$ cat config.mk
export PLATFORM = sky130hd
export DESIGN_NAME = uart_frame_rx
export DESIGN_NICKNAME = d
export VERILOG_FILES = /design/src/rtl/uart_frame_rx.sv
export SDC_FILE = /design/constraint.sdc
export NUM_CORES = 1
export LEC_CHECK = 0
export ABC_AREA = 0
export CAP_MARGIN = 20
export CORE_UTILIZATION = 64
export DETAILED_ROUTE_END_ITERATION = 10
export HOLD_SLACK_MARGIN = 0.08
export MAX_ROUTING_LAYER = met4
export PLACE_DENSITY = 0.88
export RECOVER_POWER = 100
export SYNTH_ARGS = -nofsm -noshare
export SYNTH_HDL_FRONTEND = slang
export SYNTH_SLANG_ARGS = --single-unit
$ cat constraint.sdc
create_clock -name clock -period 6 [get_ports clock]
set_input_delay 0.9 -clock clock [delete_from_list [all_inputs] [get_ports clock]]
set_output_delay 0.9 -clock clock [all_outputs]
set_load 0.03 [all_outputs]
$ cat src/rtl/uart_frame_rx.sv
// rtl/uart_frame_rx.sv - SOF/length/payload/checksum frame assembler behind the UART receiver
// Validated payloads are held in a small register buffer until the consumer acks them.
module uart_frame_rx #(
  parameter int         ADDR_W  = 4,
  parameter logic [7:0] SOF     = 8'hA5,
  parameter int         TIMEOUT = 4000
) (
  input  logic              clock,
  input  logic              reset,
  input  logic [7:0]        rx_data,
  input  logic              rx_finish,
  input  logic              frame_ack,
  input  logic [ADDR_W-1:0] rd_addr,
  output logic [7:0]        rd_byte,
  output logic              frame_valid,
  output logic [ADDR_W:0]   frame_len,
  output logic              err_chk,
  output logic              err_len,
  output logic              err_timeout,
  output logic              err_ovf
);

  localparam logic [2:0]  S_IDLE = 3'd0;
  localparam logic [2:0]  S_LEN  = 3'd1;
  localparam logic [2:0]  S_PAY  = 3'd2;
  localparam logic [2:0]  S_CHK  = 3'd3;
  localparam logic [2:0]  S_HOLD = 3'd4;
  localparam int          MAX_LEN   = 2 ** ADDR_W;
  localparam logic [8:0]  MAX_LEN_W = 9'(MAX_LEN);
  localparam logic [15:0] GAP_LAST  = 16'(TIMEOUT - 1);

  logic [2:0]        state_q, state_d;
  logic              fin_q;
  logic [ADDR_W:0]   len_q, len_d;
  logic [ADDR_W-1:0] idx_q, idx_d;
  logic [7:0]        chk_q, chk_d;
  logic [15:0]       gap_q, gap_d;
  logic              frame_valid_q, frame_valid_d;
  logic [ADDR_W:0]   frame_len_q, frame_len_d;
  logic              err_chk_q, err_chk_d;
  logic              err_len_q, err_len_d;
  logic              err_timeout_q, err_timeout_d;
  logic              err_ovf_q, err_ovf_d;
  logic              stb;
  logic              wr_en;
  logic [7:0]        mem_q [MAX_LEN];

  assign stb = rx_finish & ~fin_q;

  always_comb begin
    state_d       = state_q;
    len_d         = len_q;
    idx_d         = idx_q;
    chk_d         = chk_q;
    gap_d         = gap_q;
    frame_valid_d = frame_valid_q;
    frame_len_d   = frame_len_q;
    err_chk_d     = 1'b0;
    err_len_d     = 1'b0;
    err_timeout_d = 1'b0;
    err_ovf_d     = 1'b0;
    wr_en         = 1'b0;

    case (state_q)
      S_IDLE: begin
        if (stb && rx_data == SOF) state_d = S_LEN;
      end
      S_LEN: begin
        if (stb) begin
          if (rx_data == 8'h00 || {1'b0, rx_data} > MAX_LEN_W) begin
            err_len_d = 1'b1;
            state_d   = S_IDLE;
          end else begin
            len_d   = rx_data[ADDR_W:0];
            chk_d   = rx_data;
            idx_d   = '0;
            state_d = S_PAY;
          end
        end
      end
      S_PAY: begin
        if (stb) begin
          wr_en = 1'b1;
          chk_d = chk_q ^ rx_data;
          idx_d = idx_q + ADDR_W'(1);
          if ({1'b0, idx_q} == len_q - (ADDR_W + 1)'(1)) state_d = S_CHK;
        end
      end
      S_CHK: begin
        if (stb) begin
          if (rx_data == chk_q) begin
            frame_valid_d = 1'b1;
            frame_len_d   = len_q;
            state_d       = S_HOLD;
          end else begin
            err_chk_d = 1'b1;
            state_d   = S_IDLE;
          end
        end
      end
      S_HOLD: begin
        // The held frame is never overwritten; late bytes are only reported.
        if (stb) err_ovf_d = 1'b1;
        if (frame_ack) begin
          frame_valid_d = 1'b0;
          state_d       = S_IDLE;
        end
      end
      default: state_d = S_IDLE;
    endcase

    // A strobe landing on the final gap cycle takes priority over the abort.
    if (state_q == S_LEN || state_q == S_PAY || state_q == S_CHK) begin
      if (stb) begin
        gap_d = '0;
      end else if (gap_q == GAP_LAST) begin
        err_timeout_d = 1'b1;
        gap_d         = '0;
        state_d       = S_IDLE;
      end else begin
        gap_d = gap_q + 16'd1;
      end
    end else begin
      gap_d = '0;
    end
  end

  always_ff @(posedge clock or negedge reset) begin
    if (!reset) begin
      state_q       <= S_IDLE;
      fin_q         <= 1'b1;
      len_q         <= '0;
      idx_q         <= '0;
      chk_q         <= '0;
      gap_q         <= '0;
      frame_valid_q <= 1'b0;
      frame_len_q   <= '0;
      err_chk_q     <= 1'b0;
      err_len_q     <= 1'b0;
      err_timeout_q <= 1'b0;
      err_ovf_q     <= 1'b0;
    end else begin
      state_q       <= state_d;
      fin_q         <= rx_finish;
      len_q         <= len_d;
      idx_q         <= idx_d;
      chk_q         <= chk_d;
      gap_q         <= gap_d;
      frame_valid_q <= frame_valid_d;
      frame_len_q   <= frame_len_d;
      err_chk_q     <= err_chk_d;
      err_len_q     <= err_len_d;
      err_timeout_q <= err_timeout_d;
      err_ovf_q     <= err_ovf_d;
    end
  end

  always_ff @(posedge clock) begin
    if (wr_en) mem_q[idx_q] <= rx_data;
  end

  assign rd_byte     = mem_q[rd_addr];
  assign frame_valid = frame_valid_q;
  assign frame_len   = frame_len_q;
  assign err_chk     = err_chk_q;
  assign err_len     = err_len_q;
  assign err_timeout = err_timeout_q;
  assign err_ovf     = err_ovf_q;

endmodule

Word-level counts from Yosys, hierarchy flattened
Memory sizes are Yosys's and may differ from the RTL's.
Cells that the tools add are included.
- word-level logic and storage cells: 88
- memories kept: 1
- bits in read-only memories: 0
- input port bits: 16
- RAM bits: 128
- register bits: 47
- bits in latches: 0
- divide/modulo/power cells: 0
- reduce and logical (&&, ||, !) cells: 12
- shift-type cells: 0
- bitwise operators: 4
- magnitude comparators: 1
- add/subtract/negate cells: 3
- multiplexer cells: 41
- eq/ne operators: 14
- multiply operators: 0
- memory list (name ; words ; width ; read ports ; clocked after Yosys merged registers in ; wr ports ; RTL line ; RTL):
    mem_q ; 16 ; 8 ; 1 ; 0 ; 1 ; 46 ; logic [7:0] mem_q [MAX_LEN];
- operator list (kind ; count):
    $mux 16 ; 3
    $mux 3 ; 10
    $mux 8 ; 3
    $mux 1 ; 17
    $add 16x1->16 const B ; 1
    $eq 16x12->1 const B ; 1
    $pmux 8 s2 ; 1
    $pmux 3 s5 ; 1
    $mux 4 ; 3
    $ne 2x2->1 const B ; 6
    $eq 8x8->1 ; 1
    $eq 8x8->1 const B ; 1
    $gt 8x5->1 const B ; 1
    $logic_not 8->1 ; 1
    $pmux 4 s2 ; 1
    $reduce_and 4->1 ; 2
    $xor 8x8->8 ; 1
    $eq 3x2->1 const B ; 2
    $reduce_and 3->1 ; 2
    $eq 4x5->1 ; 1
    $sub 5x1->5 const B ; 1
    $add 4x1->4 const B ; 1
    $reduce_bool 2->1 ; 2
    $eq 3x1->1 const B ; 1
    other kinds (8) ; 11

Longest topological paths before layout
- depth after elaboration: 8
- gate-level depth with buffers: 7
- depth with buffers taken out: 7

Worst setup path after synthesis
Ideal clock, no wire load.
- kind: input-to-output
- start point: input port rd_addr[0]
- end point: output port rd_byte[0]
- data arrival time: 2.518 ns
- path buffers: 2
- path slack: 2.582 ns
- stages on the path: 4
- cells stage by stage: clkbuf_1 -> buf_2 -> mux4_2 -> mux4_2
- cells in the longest elaborated chain, start to end: 1
- ends and longest elaborated chain (item ; RTL line ; RTL):
    start, declared ; 13 ; input logic [ADDR_W-1:0] rd_addr,
    $mem_v2 16x8 ; n/a ;
    end, declared ; 14 ; output logic [7:0] rd_byte,
Every way passes these cells.

Worst setup path in the final report
- start point: input port rx_finish
- end point: memory mem_q[2][7], enable pin
- cells in the longest elaborated chain, start to end: 5
- ends and longest elaborated chain (item ; RTL line ; RTL):
    start, declared ; 11 ; input logic rx_finish,
    $and 1x1->1 ; 48 ; assign stb = rx_finish & ~fin_q;
    $mux 1 ; 82 ; if (stb) begin
    $mux 1 ; 64 ; case (state_q)
    $mux 1 ; 159 ; if (wr_en) mem_q[idx_q] <= rx_data;
    $mux 1 (implied by the code) ; 159 ;
    end, declared ; 46 ;
Every way passes these cells.

==> summary.txt <==
Status
  • Status: finished with violations
  • Failing checks: capacitance limit, slew limit

Setup path
  • Crit path buffers/inverters: 2
  • Worst R2R Path Depth: 5
  • Critical Path End Type: flip-flop
  • Critical R2R Capture: mem_q[2][7]
  • Critical Path AT: 4.41 ns
  • FF-to-FF setup slack: 2.24 ns
  • CP Launch Type: input port
  • Largest stage delay, worst path: 1.41 ns
  • Worst-path cell with the longest stage delay: nor3_1
  • Critical path type: in -> reg
  • Maximum fanout along the worst path: 23
  • Worst path required time: 6.01 ns
  • Critical R2R Launch: fin_q
  • Worst path cell trace: dlygate4sd3_1 > nand2b_1 > nor4b_1 > clkbuf_1 > nand2_1 > nor3_1
  • CP top delay family: simple AND/OR/NAND/NOR gates

Timing
  • Relative slew slack: -51.02%
  • Layout Skew: 0.005123 ns
  • Setup violators final: 0
  • Worst-margin pin slew: 2.265 ns
  • Post-route setup TNS: 0 ns
  • Fin crit share: 73.28%
  • Hold Violations, Final: 0
  • Min Tclk post-route: 4.397 ns
  • Unrepaired setup endpoints after global routing: false
  • Pins over their slew limit: 87
  • Achievable frequency: 0.2274 GHz

Clock network
  • Root Driver: clkbuf_16
  • H-Tree Depth: 4
  • CTS tree: yes
  • Number of buffers created by CTS: 17
  • Clock transition at path regs: 0.06 ns
  • Post-CTS Setup Inserts: 0
  • Worst-Skew Late Latency: 0.42 ns
  • Clock buffer depth: 2
  • CTS sink cnt: 175
  • Hold buffers post-CTS: 0
  • Resized Gates After CTS: 0

Yosys
  • Flops & latches, synth: 175
  • Count leader, synth: edfxtp_1
  • Largest cells by area after synthesis: edfxtp_1 53%, dfrtp_1 16%, mux4_2 12%
  • Synth area leader: edfxtp_1
  • Yosys Warn Count: 0
  • Synth top cells by count: 128 x edfxtp_1, 46 x dfrtp_1, 43 x nor2_1, 40 x mux4_2, 27 x nand2_1
  • Top cell type's share of synthesized area: 52.99%
  • Mapped Cells: 439
  • Most used DFF post-synth: edfxtp_1
  • Register area share after synthesis: 69.23%
  • Post-synth EDFFs: 128
  • Synth async-reset ratio: 26.86%
  • Syn_nets: 461
  • Mapped Area: 0.007253 mm^2
  • Yosys cell types: 42
  • Avg Cell Area, Syn: 16.52 um^2

Power and ir drop
  • Reg power frac: 51.1%
  • Gate power share: 6.3%
  • Internal Power: 2.040 mW
  • P_sw: 0.5695 mW
  • Pwr/cell area: 315.0 mW/mm^2
  • VDD IR max: 168.3 uV
  • Sw frac: 21.82%
  • Lkg Pwr: 2.926 nW
  • Clock share of power: 42.6%

GRT
  • Number of global-route vias before repair: 4065
  • First-pass GRT wire length: 23610 um
  • Total gr overflow: 0
  • GRT Util Overall: 29.89%
  • Largest net degree at the start of global routing: 48
  • Initial antenna violation count: 0

Routing
  • DR iter-0 viols: 475
  • Drt pass-1 iters: 5
  • DRC: 0
  • Vias/cell: 6.416
  • Drt total wl: 15560 um
  • Routed Antenna Nets: 0
  • Avg WL per Cell: 24.51 um
  • Via Count: 4074

Cells and area
  • Core Util, Final: 75.76%
  • Number of diodes: 0
  • Final std cells w/o fill: 635
  • Final Net Count: 504
  • Post-layout instance area: 0.008284 mm^2
  • Share of cells above drive strength 1: 15.76%
  • P&R area growth vs syn: 14.21%

Die
  • Starting Density: 66.33%
  • # rows: 38
  • Die ar.: 0.01176 mm^2
  • Die Width: 108.5 um
  • Die height: 108.5 um
  • Core box area: 0.01094 mm^2
  • I/O pin total: 34

Worst hold path
  • Hold crit path type: in -> async

Placed design
  • Post-DP Area: 0.007719 mm^2
  • GPL Wtd Cong: 0.8700
  • Placed Instances: 598
  • Detail Placement HPWL: 9160 um
  • # port buffers: 33

Run
  • Max-cap viol count: 5
-- worst max-delay path by stage --
stage	startpoint	end	slack [ns]	cells past startpoint
final	rx_finish	mem_q[2][7]	1.60	6
after global routing	rx_finish	mem_q[2][2]	1.50	6
after CTS	rd_addr[0]	rd_byte[1]	1.53	4
after detailed placement	rd_addr[0]	rd_byte[1]	1.54	4
after global placement	rd_addr[0]	rd_byte[3]	1.62	4
after floorplan	rd_addr[0]	rd_byte[0]	2.58	4
-- cells by family after synthesis --
| group | synth area share, % |
|---|---|
| flip-flops | 69.23 |
| AND/OR/NAND/NOR | 8.712 |
| multiplexers | 13.35 |
| XOR/XNOR | 3.743 |
| buffers and inverters | 1.691 |
| AO/OA/AOI/OAI | 2.243 |
| adder cells (fa/ha/maj) | 1.035 |
-- layout make-up --
class	instances	area, um^2
Clock buffer	18	429.2
Timing Repair Buffer	42	372.9
Fill cell	629	2651
Sequential cell	175	5021
Multi-Input combinational cell	235	2081
Tap cell	140	175.2
Inverter	11	41.29
Clock inverter	14	163.9
-- registers in the layout (all words and copies together), names as in the netlist --
| name | flops |
|---|---|
| chk_q | 8 |
| err_chk | 1 |
| err_len | 1 |
| err_ovf | 1 |
| err_timeout | 1 |
| fin_q | 1 |
| frame_len | 5 |
| frame_valid | 1 |
| gap_q | 16 |
| idx_q | 4 |
| len_q | 5 |
| mem_q | 128 |
| state_q | 3 |
-- routing by layer --
metal  wire length [um]  GRT usage [%]  vias to the layer above  share of wire, %
li1                   -              -                     1749                 -
met1               6089          39.50                     2063                39
met2               7810          46.47                      221                50
met3               1232          5.304                       41               7.9
met4                431          12.45                        0               2.8
met5                  0              -                        -                 0
-- power by group through the flow --
stage	registers [mW]	clock network (mW)	logic, mW
finish	1.33	1.11	0.163
global route	1.34	1.17	0.177
CTS	1.33	1.12	0.168
detailed placement	1.36	0	0.165
global placement	1.36	0	0.158
floorplan	1.35	0	0.104
-- worst register-to-register path: stages (launching register included) --
cell,delay [ns]
dfstp_2,0.37
nand2b_1,0.20
nor4b_1,0.26
clkbuf_1,0.81
nand2_1,0.31
nor3_1,1.41
-- cells in the final DEF (no fill, tap or decap), types with 11 or more instances in the layout --
cell type	n
clkbuf_16	17
dfrtp_1	46
dlygate4sd3_1	26
edfxtp_1	128
inv_1	11
mux4_2	40
nand2_1	27
nand3_1	16
nor2_1	43
o21ai_0	16
xnor2_1	17
xor2_1	14
-- through the flow --
stage | hold WS (ns) | power, mW | setup slack, ns
after CTS | 0.4933 | 2.623 | 1.534
after global placement | 0.4730 | 1.515 | 1.625
after floorplan | 0.4479 | 1.459 | 2.582
after global routing | 0.3440 | 2.678 | 1.502
final | 0.3308 | 2.609 | 1.603
after detailed placement | 0.4794 | 1.524 | 1.539
Note: power is estimated with default switching activity, not from simulation.
